--- src/rtl/mar_seq.sv ---
// Memory address register with an SRAM access sequencer (IDLE -> ACCESS -> DONE).
// Optional MAR_SEQ_AUTOINC_EN: advance DOUT by one as each access completes.
module mar_seq #(
    parameter int unsigned   N           = 16,
    parameter int unsigned   WAIT_STATES = 2,
    parameter logic [N-1:0]  RESET_ADDR  = '0
) (
    input  logic         Clk,
    input  logic         Reset,
    input  logic         LD_MAR,
    input  logic         INC_MAR,
    input  logic         DEC_MAR,
    input  logic [N-1:0] DIN,
    input  logic         MEM_RD,
    input  logic         MEM_WR,
    output logic [N-1:0] DOUT,
    output logic         CE,
    output logic         WE,
    output logic         R,
    output logic         BUSY
);

    localparam int unsigned CW = (WAIT_STATES > 1) ? $clog2(WAIT_STATES) : 1;

    typedef enum logic [1:0] {
        IDLE   = 2'd0,
        ACCESS = 2'd1,
        DONE   = 2'd2
    } state_t;

    state_t         state;
    logic [CW-1:0]  cnt;
    logic [N-1:0]   addr_op_c;
    logic           req_c;

    // Address update for IDLE: load beats increment beats decrement
    always_comb begin
        addr_op_c = DOUT;
        if (LD_MAR) begin
            addr_op_c = DIN;
        end else if (INC_MAR) begin
            addr_op_c = DOUT + N'(1);
        end else if (DEC_MAR) begin
            addr_op_c = DOUT - N'(1);
        end
    end

    assign req_c = MEM_RD | MEM_WR;

    always_ff @(posedge Clk or negedge Reset) begin
        if (!Reset) begin
            state <= IDLE;
            cnt   <= '0;
            DOUT  <= RESET_ADDR;
            CE    <= 1'b0;
            WE    <= 1'b0;
            R     <= 1'b0;
            BUSY  <= 1'b0;
        end else begin
            case (state)
                IDLE: begin
                    DOUT <= addr_op_c;
                    R    <= 1'b0;
                    if (req_c) begin
                        state <= ACCESS;
                        cnt   <= CW'(WAIT_STATES - 1);
                        CE    <= 1'b1;
                        // A simultaneous read and write request runs as a read
                        WE    <= MEM_WR & ~MEM_RD;
                        BUSY  <= 1'b1;
                    end
                end
                ACCESS: begin
                    if (cnt == '0) begin
                        state <= DONE;
                        CE    <= 1'b0;
                        WE    <= 1'b0;
                        R     <= 1'b1;
`ifdef MAR_SEQ_AUTOINC_EN
                        DOUT  <= DOUT + N'(1);
`endif
                    end else begin
                        cnt <= cnt - CW'(1);
                    end
                end
                DONE: begin
                    state <= IDLE;
                    R     <= 1'b0;
                    BUSY  <= 1'b0;
                end
                default: begin
                    state <= IDLE;
                    CE    <= 1'b0;
                    WE    <= 1'b0;
                    R     <= 1'b0;
                    BUSY  <= 1'b0;
                end
            endcase
        end
    end

endmodule

--- config.mk ---
export PLATFORM = sky130hd
export DESIGN_NAME = mar_seq
export DESIGN_NICKNAME = d
export VERILOG_FILES = /design/src/rtl/mar_seq.sv
export SDC_FILE = /design/constraint.sdc
export NUM_CORES = 1
export LEC_CHECK = 0
export CORE_MARGIN = 5
export CORE_UTILIZATION = 40
export DETAILED_ROUTE_END_ITERATION = 10
export GPL_ROUTABILITY_DRIVEN = 0
export GPL_TIMING_DRIVEN = 0
export PLACE_DENSITY = 0.73
export SYNTH_ARGS = -nofsm -noshare
export SYNTH_HDL_FRONTEND = slang
export SYNTH_SLANG_ARGS = --single-unit
--- constraint.sdc ---
create_clock -name Clk -period 3.85 [get_ports Clk]
set_clock_uncertainty 0.15 [all_clocks]
set_input_delay 0.5775 -clock Clk [delete_from_list [all_inputs] [get_ports Clk]]
set_output_delay 0.5775 -clock Clk [all_outputs]
set_load 0.02 [all_outputs]
== Word-level counts from Yosys, hierarchy flattened ==
Index checks and enable logic that the tools add are counted.
Widths: inputs -> output; s select.
Storage, ports and cells
  register bits: 23
  output and inout port bits: 20
  word-level logic and storage cells: 43
Cells by class
  add/sub/neg operators: 3
  eq/ne operators: 4
  multiplexer cells: 16
  bitwise operators: 5
  reduce and logical (&&, ||, !) cells: 8
Operators by type and width (count)
  $mux 16: 3
  $add 16x1->16 const B: 1
  $sub 16x1->16 const B: 1
  $reduce_and 2->1: 4
  $mux 1: 6
  $pmux 1 s3: 2
  $mux 2: 2
  $ne 2x2->1 const B: 2
  $pmux 1 s2: 2
  $pmux 2 s2: 1
  $not 1->1: 3
  $reduce_and 3->1: 1
  $reduce_bool 3->1: 1
  $eq 2x1->1 const B: 1
  $eq 2x2->1 const B: 1
  $logic_not 2->1: 1
  $reduce_bool 2->1: 1
  $and 1x1->1: 1
  $or 1x1->1: 1
  $sub 1x1->1 const B: 1

== Logic depth before layout (Yosys ltp) ==
Gate-level depths: netlist of run 1.
  word-level depth: 4
  depth in mapped cells: 10
  mapped depth without buffers: 9

== Least setup slack after synthesis of run 1 ==
Ideal clock, no wire load.
  path kind: input-to-reg
  start point: in INC_MAR
  end point: reg DOUT[15]
  data arrival time: 2.597 ns
  path slack: 0.980 ns
  cell stages on the path: 9
  path buffers: 0
  cell sequence: inv_1 > ha_1 > a211oi_2 > o21bai_1 > o22a_2 > a21oi_2 > xnor2_1 > mux2_1 > o221a_1
On the way
  longest elaborated chain between the ends: 2
Ends and longest elaborated chain
  from (decl): line 11  | input logic INC_MAR,
  $reduce_bool 3->1 (no source line) or $mux 16 (tied branches)
  $reduce_and 2->1 (no source line) or $mux 16 (tied branches)
  to (signal assigned): line 62  | DOUT <= addr_op_c;
  to (decl): line 16  | output logic [N-1:0] DOUT,
Parallel ways exist; a longest one is shown, timed or not.
A chain may end at the register's enable or synchronous reset.

== Worst setup path in the final report of run 1 ==
  start point: in INC_MAR
  end point: reg DOUT[14]
Same word-level chain as after synthesis.

==> results of run 1 <==
state kept, by name, indices dropped and copies added, names as in the netlist:
register	flops
state	2
R	1
DOUT	16
WE	1
cnt	1
BUSY	1
CE	1
power by group through the flow:
stage / Clock (mW) / Sequential, mW / Combinational [mW]
finish: 0.155 / 0.467 / 1.39
global route: 0.173 / 0.486 / 1.54
CTS: 0.161 / 0.470 / 1.39
detailed placement: 0 / 0.473 / 1.39
global placement: 0 / 0.472 / 1.36
floorplan: 0 / 0.579 / 0.841
synthesized netlist by cell type (all sizes together), types with 2 or more instances:
library cell	instances
a21oi	17
a211oi	4
and3	2
clkbuf	9
xnor2	6
ha	14
mux2i	6
nand4	2
nor2b	2
nor2	16
o21bai	2
nand3	8
xor2	3
nor3b	2
nand2	16
dfrtp	23
buf	2
nor3	8
and2	2
nand2b	2
nand3b	2
inv	6
o21ai	20
o21a	3
a31oi	5
a21o	8
critical path, stage by stage:
cell and delay [ns]:
clkdlybuf4s50_1 0.48, inv_1 0.48, ha_1 0.39, and2_1 0.18
o21ai_0 0.26, a31oi_1 0.17, a41o_1 0.27, a221oi_1 0.33
mux2i_1 0.23, nand3_1 0.08
cell usage in the layout (no fill, tap or decap), types with 3 or more instances in the layout:
cell type,instances
nor2_1,16
nor3_1,8
a31oi_1,5
inv_1,6
xnor2_1,6
nand3_1,8
a21o_1,8
dfrtp_1,23
clkbuf_8,5
clkbuf_1,8
o21a_1,3
clkdlybuf4s50_1,42
a21oi_1,16
o21ai_0,20
nand2_1,16
mux2i_1,6
ha_1,14
a211oi_1,3
xor2_1,3
final cells by class:
type,instances,area share
sequential,23,0.2468
clock buffer,4,0.01931
tap,52,0.02790
timing repair buffer,42,0.1803
inverter,6,0.009657
buffer,11,0.03273
multi-input combinational,168,0.4834
per-layer routing:
layer | routed length, um | vias to the layer above
met3 | 297 | 4
met1 | 2242 | 787
met2 | 2000 | 59
met4 | 24 | 0
met5 | 0 | -
li1 | - | 855
metrics by stage:
step / power, mW / instance area (um2) / setup slack (ns) / utilization
finish: 2.010 / 2332 / 0.4083 / 0.5356
global route: 2.199 / 2332 / 0.1644 / 0.5356
CTS: 2.023 / 2332 / 0.4309 / 0.5356
detailed placement: 1.861 / 2287 / 0.1432 / 0.5253
global placement: 1.837 / 2287 / 0.1836 / 0.5253
floorplan: 1.420 / 1802 / 0.9803 / -
final timing paths:
| kind | from | end | cells after the start |
|---|---|---|---|
| worst max-delay path | INC_MAR | DOUT[14] | 10 |
| min in group asynchronous | Reset | DOUT[6] | 1 |
| max in group asynchronous | Reset | DOUT[13] | 1 |
| worst min register to register | DOUT[14] | DOUT[14] | 2 |
| worst min-delay path | DOUT[14] | DOUT[14] | 2 |
| worst max register to register | DOUT[4] | DOUT[14] | 8 |
logic make-up after synthesis:
group,count (synthesis),share of synthesized area
AOI/OAI and AO/OA,73,0.2632
and+or+nand+nor,64,0.1708
DFF,23,0.3194
buffers and inverters,17,0.05486
adders and majority gates,15,0.1083
xor gates and xnor gates,9,0.04375
muxes,7,0.03958
==> flow_summary.yaml, run 1 <==
timing:
  fin_setup_tns_ns: 0
  maxSlewViolCount: 0
  hold_slack_ns: 0.3677
  worst_slew_pin_slew_ns: 1.072
  finalSetupViolations: 0
  max-slew-margin-rel: 0.2832
  clock.fmax_mhz: 290.6
  fin_crit_ns: 3.442
  period_share: 0.8940
  rsz0062_at_grt: "false"
  hold_viol_final: 0
drt:
  first_pass_iters: 4
  wl_per_cell_um: 14.92
  routed_wl_um: 4565
  ant_nets: 0
  drcViolationCount: 0
  post_drt_via_cell_ratio: 5.572
  drtIter0Drc: 102
  vias: 1705
logic_synthesis:
  synthesis.area_um2: 1802
  syn_inst: 208
  netlist.area_leader.share: 0.3194
  synth_edf_count: 0
  synth_nets: 246
  yosysUniqueCellTypes: 47
  synth-main-ff-cell: "dfrtp_1"
  yosys-top-cells-area: "dfrtp_1, ha_1, o21ai_0"
  synth_area_leader_cell: "dfrtp_1"
  yosysWarnings: 0
  synth_seq_cells: 23
  avgSynthCellArea_um2: 8.662
  async_reset_ff_frac: 1.000
  seq_area_frac_synth: 0.3194
cts:
  post_cts_buffers: 0
  clock_sinks: 23
  clock_latency_ns: 0.26
  cts_tree: "yes"
  cts_buffers: 3
  clk_pin_slew_ns: 0.09
  htree_levels: 1
  cts_root_buffer: "clkbuf_8"
  cts_resized: 0
  cts_max_path_buffers: 2
  ctsHoldBuffers: 0
flow_run:
  cap_violations: 0
power_and_ir_drop:
  power_frac_comb: 0.691
  p_int_mw: 1.075
  p_per_area_nw_per_um2: 862.0
  power.switching_mw: 0.9351
  seq_power_share: 0.232
  netSwitchingFraction: 0.4652
  p_leak_nw: 1.017
  clkPwrFrac: 0.077
  vdd_drop_max_mv: 0.4070
grt:
  grt_usage: 0.1566
  grt_pass1_wl_um: 7838
  busiest_layer: "met2"
  grt_util_met1: 0.2243
  grt_util_met2: 0.2436
  antenna_found_initial: 0
  grt_start_max_net_pins: 24
  grt.overflow.total: 0
  first_global_vias: 1650
  grtUsageMet3: 0.03279
floorplanning:
  dieHeight_um: 77.12
  fp.dieW_um: 77.12
  ios: 43
  start_util: 0.4138
  core_area_um2: 4354
  rows: 24
  die-area_um2: 5947
placement:
  numPortBuffers: 42
  dp_cells: 302
  dp_hpwl_um: 3434
setup_path:
  crit_type: "primary input to flip-flop"
  reg2reg_slack_ns: 1.32
  worstPathArrival_ns: 3.44
  path_max_fanout: 15
  crit_required_ns: 3.85
  crit_path_start_kind: "primary input"
  endpoint_kind: "flip-flop"
layout:
  layoutNonFillerInstCount: 306
  final_nets: 293
  drive_gt1_frac: 0.05118
  antenna_cells: 0
  multi_input_area_um2: 1127
  area_growth_pct: 29.44
  ff_latch_area_um2: 575.6
  fillCellCount: 419
outcome:
  status: "finished, final reports clean"
hold_path:
  min_path_type: "flip-flop to flip-flop"
(Power assumes the default switching activity.)
==> run 2, diff against run 1 <==
CORE_UTILIZATION = 35   (was 40)
PLACE_DENSITY = 0.66   (was 0.73)
REMOVE_ABC_BUFFERS = 1   (was default)
==> flow_summary.yaml, run 2 (synthesized netlist as in run 1, its figures left out) <==
outcome:
  status: "finished, final reports clean"
drt:
  wl_per_cell_um: 13.27
  routed_wl_um: 4155
  wl_met3_um: 186
  top_layer_used: "met4"
  vias: 1601
  ant_nets: 0
  met1_length_um: 2040
  first_pass_iters: 4
  wl_met2_um: 1913
  drtIter0Drc: 102
  post_drt_via_cell_ratio: 5.115
  drcViolationCount: 0
placement:
  dp_hpwl_um: 3058
  placement.cell_area_um2: 2233
  numPortBuffers: 42
grt:
  grt.overflow.total: 0
  grt_pass1_wl_um: 7176
  grt_usage: 0.1357
  first_global_vias: 1541
  antenna_found_initial: 0
  grt_start_max_net_pins: 32
timing:
  clock.fmax_mhz: 290.9
  period_share: 0.8930
  finalSetupViolations: 0
  hold_viol_final: 0
  maxSlewViolCount: 0
  max-slew-margin-rel: 0.2400
  worst_slew_pin_slew_ns: 1.136
  fin_crit_ns: 3.438
  rsz0062_at_grt: "false"
  fin_setup_tns_ns: 0
cts:
  clock_latency_ns: 0.27
  post_cts_buffers: 0
  cts_resized: 0
  cts_tree: "yes"
  htree_levels: 1
  cts_max_path_buffers: 2
  clk_pin_slew_ns: 0.09
  clock_sinks: 23
  cts_root_buffer: "clkbuf_8"
  cts_buffers: 3
  ctsHoldBuffers: 0
floorplanning:
  core_area_um2: 5042
  fp.dieW_um: 81.75
  ios: 43
  start_util: 0.3573
  dieHeight_um: 81.75
  rows: 26
  die-area_um2: 6683
power_and_ir_drop:
  p_per_area_nw_per_um2: 855.6
  p_leak_nw: 0.9848
  seq_power_share: 0.247
  power.total_mw: 1.950
  netSwitchingFraction: 0.4630
  clkPwrFrac: 0.082
  power.switching_mw: 0.9030
  power_frac_comb: 0.672
  p_int_mw: 1.047
  vdd_drop_max_mv: 0.3545
layout:
  design_area_um2: 2280
  top_register: "DOUT"
  layout_commonest_cell: "clkdlybuf4s50_1"
  post-route-util: 0.4521
  largest_register_ffs: 16
  antenna_cells: 0
  reg_top3: "DOUT: 16 flops, state: 2 flops"
  fillCellCount: 518
  final_cell_mix: "clkdlybuf4s50_1, dfrtp_1, o21ai_0"
  area_growth_pct: 26.53
  ff_latch_area_um2: 575.6
  final_nets: 282
  multi_input_area_um2: 1127
  drive_gt1_frac: 0.04115
setup_path:
  endpoint_kind: "flip-flop"
  crit_path_start_kind: "primary input"
  crit_required_ns: 3.85
  worstPathArrival_ns: 3.44
  path_max_fanout: 15
  crit_type: "primary input to flip-flop"
flow_run:
  cap_violations: 0
hold_path:
  min_path_type: "flip-flop to flip-flop"
run 2: cell count changes in the layout (fill, tap and decap cells not counted), sizes merged:
cell	delta
clkinv	+1
clkbuf	-10
buf	-2
run 2: final timing paths:
check	from	slack (ns)	to	cells past startpoint
max	INC_MAR	0.41	DOUT[15]	10
min in group asynchronous	Reset	0.74	CE	1
max reg2reg	DOUT[1]	1.30	DOUT[15]	8
min reg2reg	DOUT[9]	0.37	DOUT[9]	2
max in group asynchronous	Reset	2.16	DOUT[8]	1
min	DOUT[9]	0.37	DOUT[9]	2
run 2: per-layer routing:
metal / vias up / global-route usage
li1: 835 / -
met1: 736 / 0.1857
met2: 28 / 0.2237
met3: 2 / 0.02522
met4: 0 / 0.02492
met5: - / 0
run 2: area by class of cell:
type	instances	area share
Clock buffer	3	0.01811
Clock inverter	1	0.002195
Inverter	6	0.009879
Multi-Input combinational cell	168	0.4945
Sequential cell	23	0.2525
Tap cell	70	0.03842
Timing Repair Buffer	42	0.1844
run 2: power groups by stage:
stage          clock, mW  sequential, mW  combinational (mW)
2_1_floorplan          0           0.592               0.787
6_report           0.159           0.482                1.31
4_1_cts            0.164           0.483                1.32
3_3_place_gp           0           0.486                1.28
5_1_grt            0.183           0.507                1.46
3_5_place_dp           0           0.488                1.31
run 2: critical path: stages:
cell	delay [ns]
clkdlybuf4s50_1	0.47
inv_1	0.48
ha_1	0.36
a211oi_2	0.27
o21bai_1	0.14
o22a_2	0.29
a21oi_2	0.14
xnor2_1	0.14
mux2_1	0.34
o221a_1	0.22
run 2: stage by stage:
stage               setup WS [ns]  hold slack [ns]  instances
floorplan                  0.9802           0.1319        197
global placement           0.1545           0.3457        309
detailed placement         0.1326           0.3415        309
CTS                        0.4108           0.3773        313
global route               0.2374           0.4004        313
finish                     0.4119           0.3694        313
==> run 3, diff against run 2 <==
GPL_TIMING_DRIVEN = default   (was 0)
==> flow_summary.yaml, run 3 (synthesized netlist as in run 1, its figures left out) <==
drt:
  drtIter0Drc: 134
  post_drt_via_cell_ratio: 5.098
  drcViolationCount: 0
  wl_met3_um: 251
  vias: 1611
  wl_per_cell_um: 13.17
  wl_met2_um: 1849
  routed_wl_um: 4163
  first_pass_iters: 4
  ant_nets: 0
  met1_length_um: 2007
  top_layer_used: "met4"
timing:
  hold_slack_ns: 0.3618
  finalSetupViolations: 0
  rsz0062_at_grt: "false"
  period_share: 0.8691
  maxSlewViolCount: 0
  worst_slew_pin_slew_ns: 0.9011
  setup_slack_ns: 0.5039
  fin_setup_tns_ns: 0
  fin_crit_ns: 3.346
  clock.fmax_mhz: 298.9
  max-slew-margin-rel: 0.3992
  hold_viol_final: 0
cts:
  cts_buffers: 3
  cts_root_buffer: "clkbuf_8"
  cts_max_path_buffers: 2
  cts_resized: 0
  clock_sinks: 23
  clk_pin_slew_ns: 0.09
  post_cts_buffers: 0
  htree_levels: 1
  cts_tree: "yes"
  clock_latency_ns: 0.27
  ctsHoldBuffers: 0
grt:
  first_global_vias: 1511
  antenna_found_initial: 0
  grt_usage: 0.1349
  grt.overflow.total: 0
  grt_pass1_wl_um: 7044
  grt_start_max_net_pins: 32
setup_path:
  worst-path-stages: 10
  critPathMaxStageDelay_ns: 0.47
  crit_path_start_kind: "primary input"
  worstPathArrival_ns: 3.36
  crit_family: "compound AO/OA/AOI/OAI gates"
  crit_end: "DOUT[15]"
  worstReg2RegEnd: "DOUT[15]"
  slowest_stage: "clkdlybuf4s50_1"
  cp-startpoint: "INC_MAR"
  r2r_cells: 8
  worst-path-buf-inv: 2
  path_max_fanout: 15
  worstReg2RegStart: "DOUT[1]"
  crit_type: "primary input to flip-flop"
  endpoint_kind: "flip-flop"
  crit_required_ns: 3.87
  reg2reg_slack_ns: 1.34
  worstPathCellList: "clkdlybuf4s50_1, inv_1, ha_1, a211oi_2, o21bai_1, o22a_2, a21oi_2, xnor2_1, mux2_1, o221a_1"
floorplanning:
  rows: 26
  fp.dieW_um: 81.75
  core_area_um2: 5042
  ios: 43
  dieHeight_um: 81.75
  start_util: 0.3573
  die-area_um2: 6683
power_and_ir_drop:
  vdd_drop_max_mv: 0.3826
  p_leak_nw: 0.9994
  p_per_area_nw_per_um2: 848.8
layout:
  layout_commonest_cell: "clkdlybuf4s50_1"
  final_cell_mix: "clkdlybuf4s50_1, dfrtp_1, o21ai_0"
  final_nets: 285
  antenna_cells: 0
  drive_gt1_frac: 0.05285
  reg_top3: "DOUT: 16 flops, state: 2 flops"
  top_register: "DOUT"
  post-route-util: 0.4566
  largest_register_ffs: 16
  area_growth_pct: 27.78
hold_path:
  min_path_type: "flip-flop to flip-flop"
placement:
  dp_hpwl_um: 3113
  numPortBuffers: 42
  dp_slack_ns: 0.1936
flow_run:
  cap_violations: 0
outcome:
  status: "finished, final reports clean"
run 3: how the worst min path moves through the flow:
stage / end / cells past startpoint / slack, ns / startpoint
after floorplan: BUSY / 0 / 0.13 / Reset
after global placement: BUSY / 2 / 0.35 / BUSY
after detailed placement: BUSY / 2 / 0.35 / BUSY
after CTS: BUSY / 2 / 0.37 / BUSY
after global routing: BUSY / 2 / 0.40 / BUSY
final: BUSY / 2 / 0.36 / BUSY
run 3: tightest hold or removal path, delay by kind of cell, from the launching register on:
kind | cells | cell delay, ns
DFF | 1 | 0.35
and+or+nand+nor | 2 | 0.13
run 3: stage by stage:
stage          area (um2)  total power, mW  cells
2_1_floorplan        1725            1.379    197
3_3_place_gp         2256            1.791    312
3_5_place_dp         2256            1.806    312
4_1_cts              2302            1.976    316
5_1_grt              2302            2.149    316
6_report             2302            1.954    316
run 3: layout make-up:
| class | count | area, um2 |
|---|---|---|
| Timing Repair Buffer | 45 | 442.9 |
| Multi-Input combinational cell | 168 | 1127 |
| Inverter | 6 | 22.52 |
| Sequential cell | 23 | 575.6 |
| Fill cell | 498 | 2740 |
| Tap cell | 70 | 87.58 |
| Clock inverter | 1 | 5.005 |
| Clock buffer | 3 | 41.29 |
run 3: power by group:
part / leakage [nW] / internal (mW) / switching [mW] / total, mW
sequential: 0.279 / 0.366 / 0.121 / 0.487
clock: 0.0255 / 0.0726 / 0.0881 / 0.161
combinational: 0.695 / 0.618 / 0.689 / 1.31
total: 0.999 / 1.06 / 0.899 / 1.95
run 3: per-layer routing:
layer | up-vias | track usage
met5 | - | 0
met4 | 0 | 0.03987
met3 | 5 | 0.03070
met2 | 31 | 0.2100
met1 | 734 | 0.1857
li1 | 841 | -
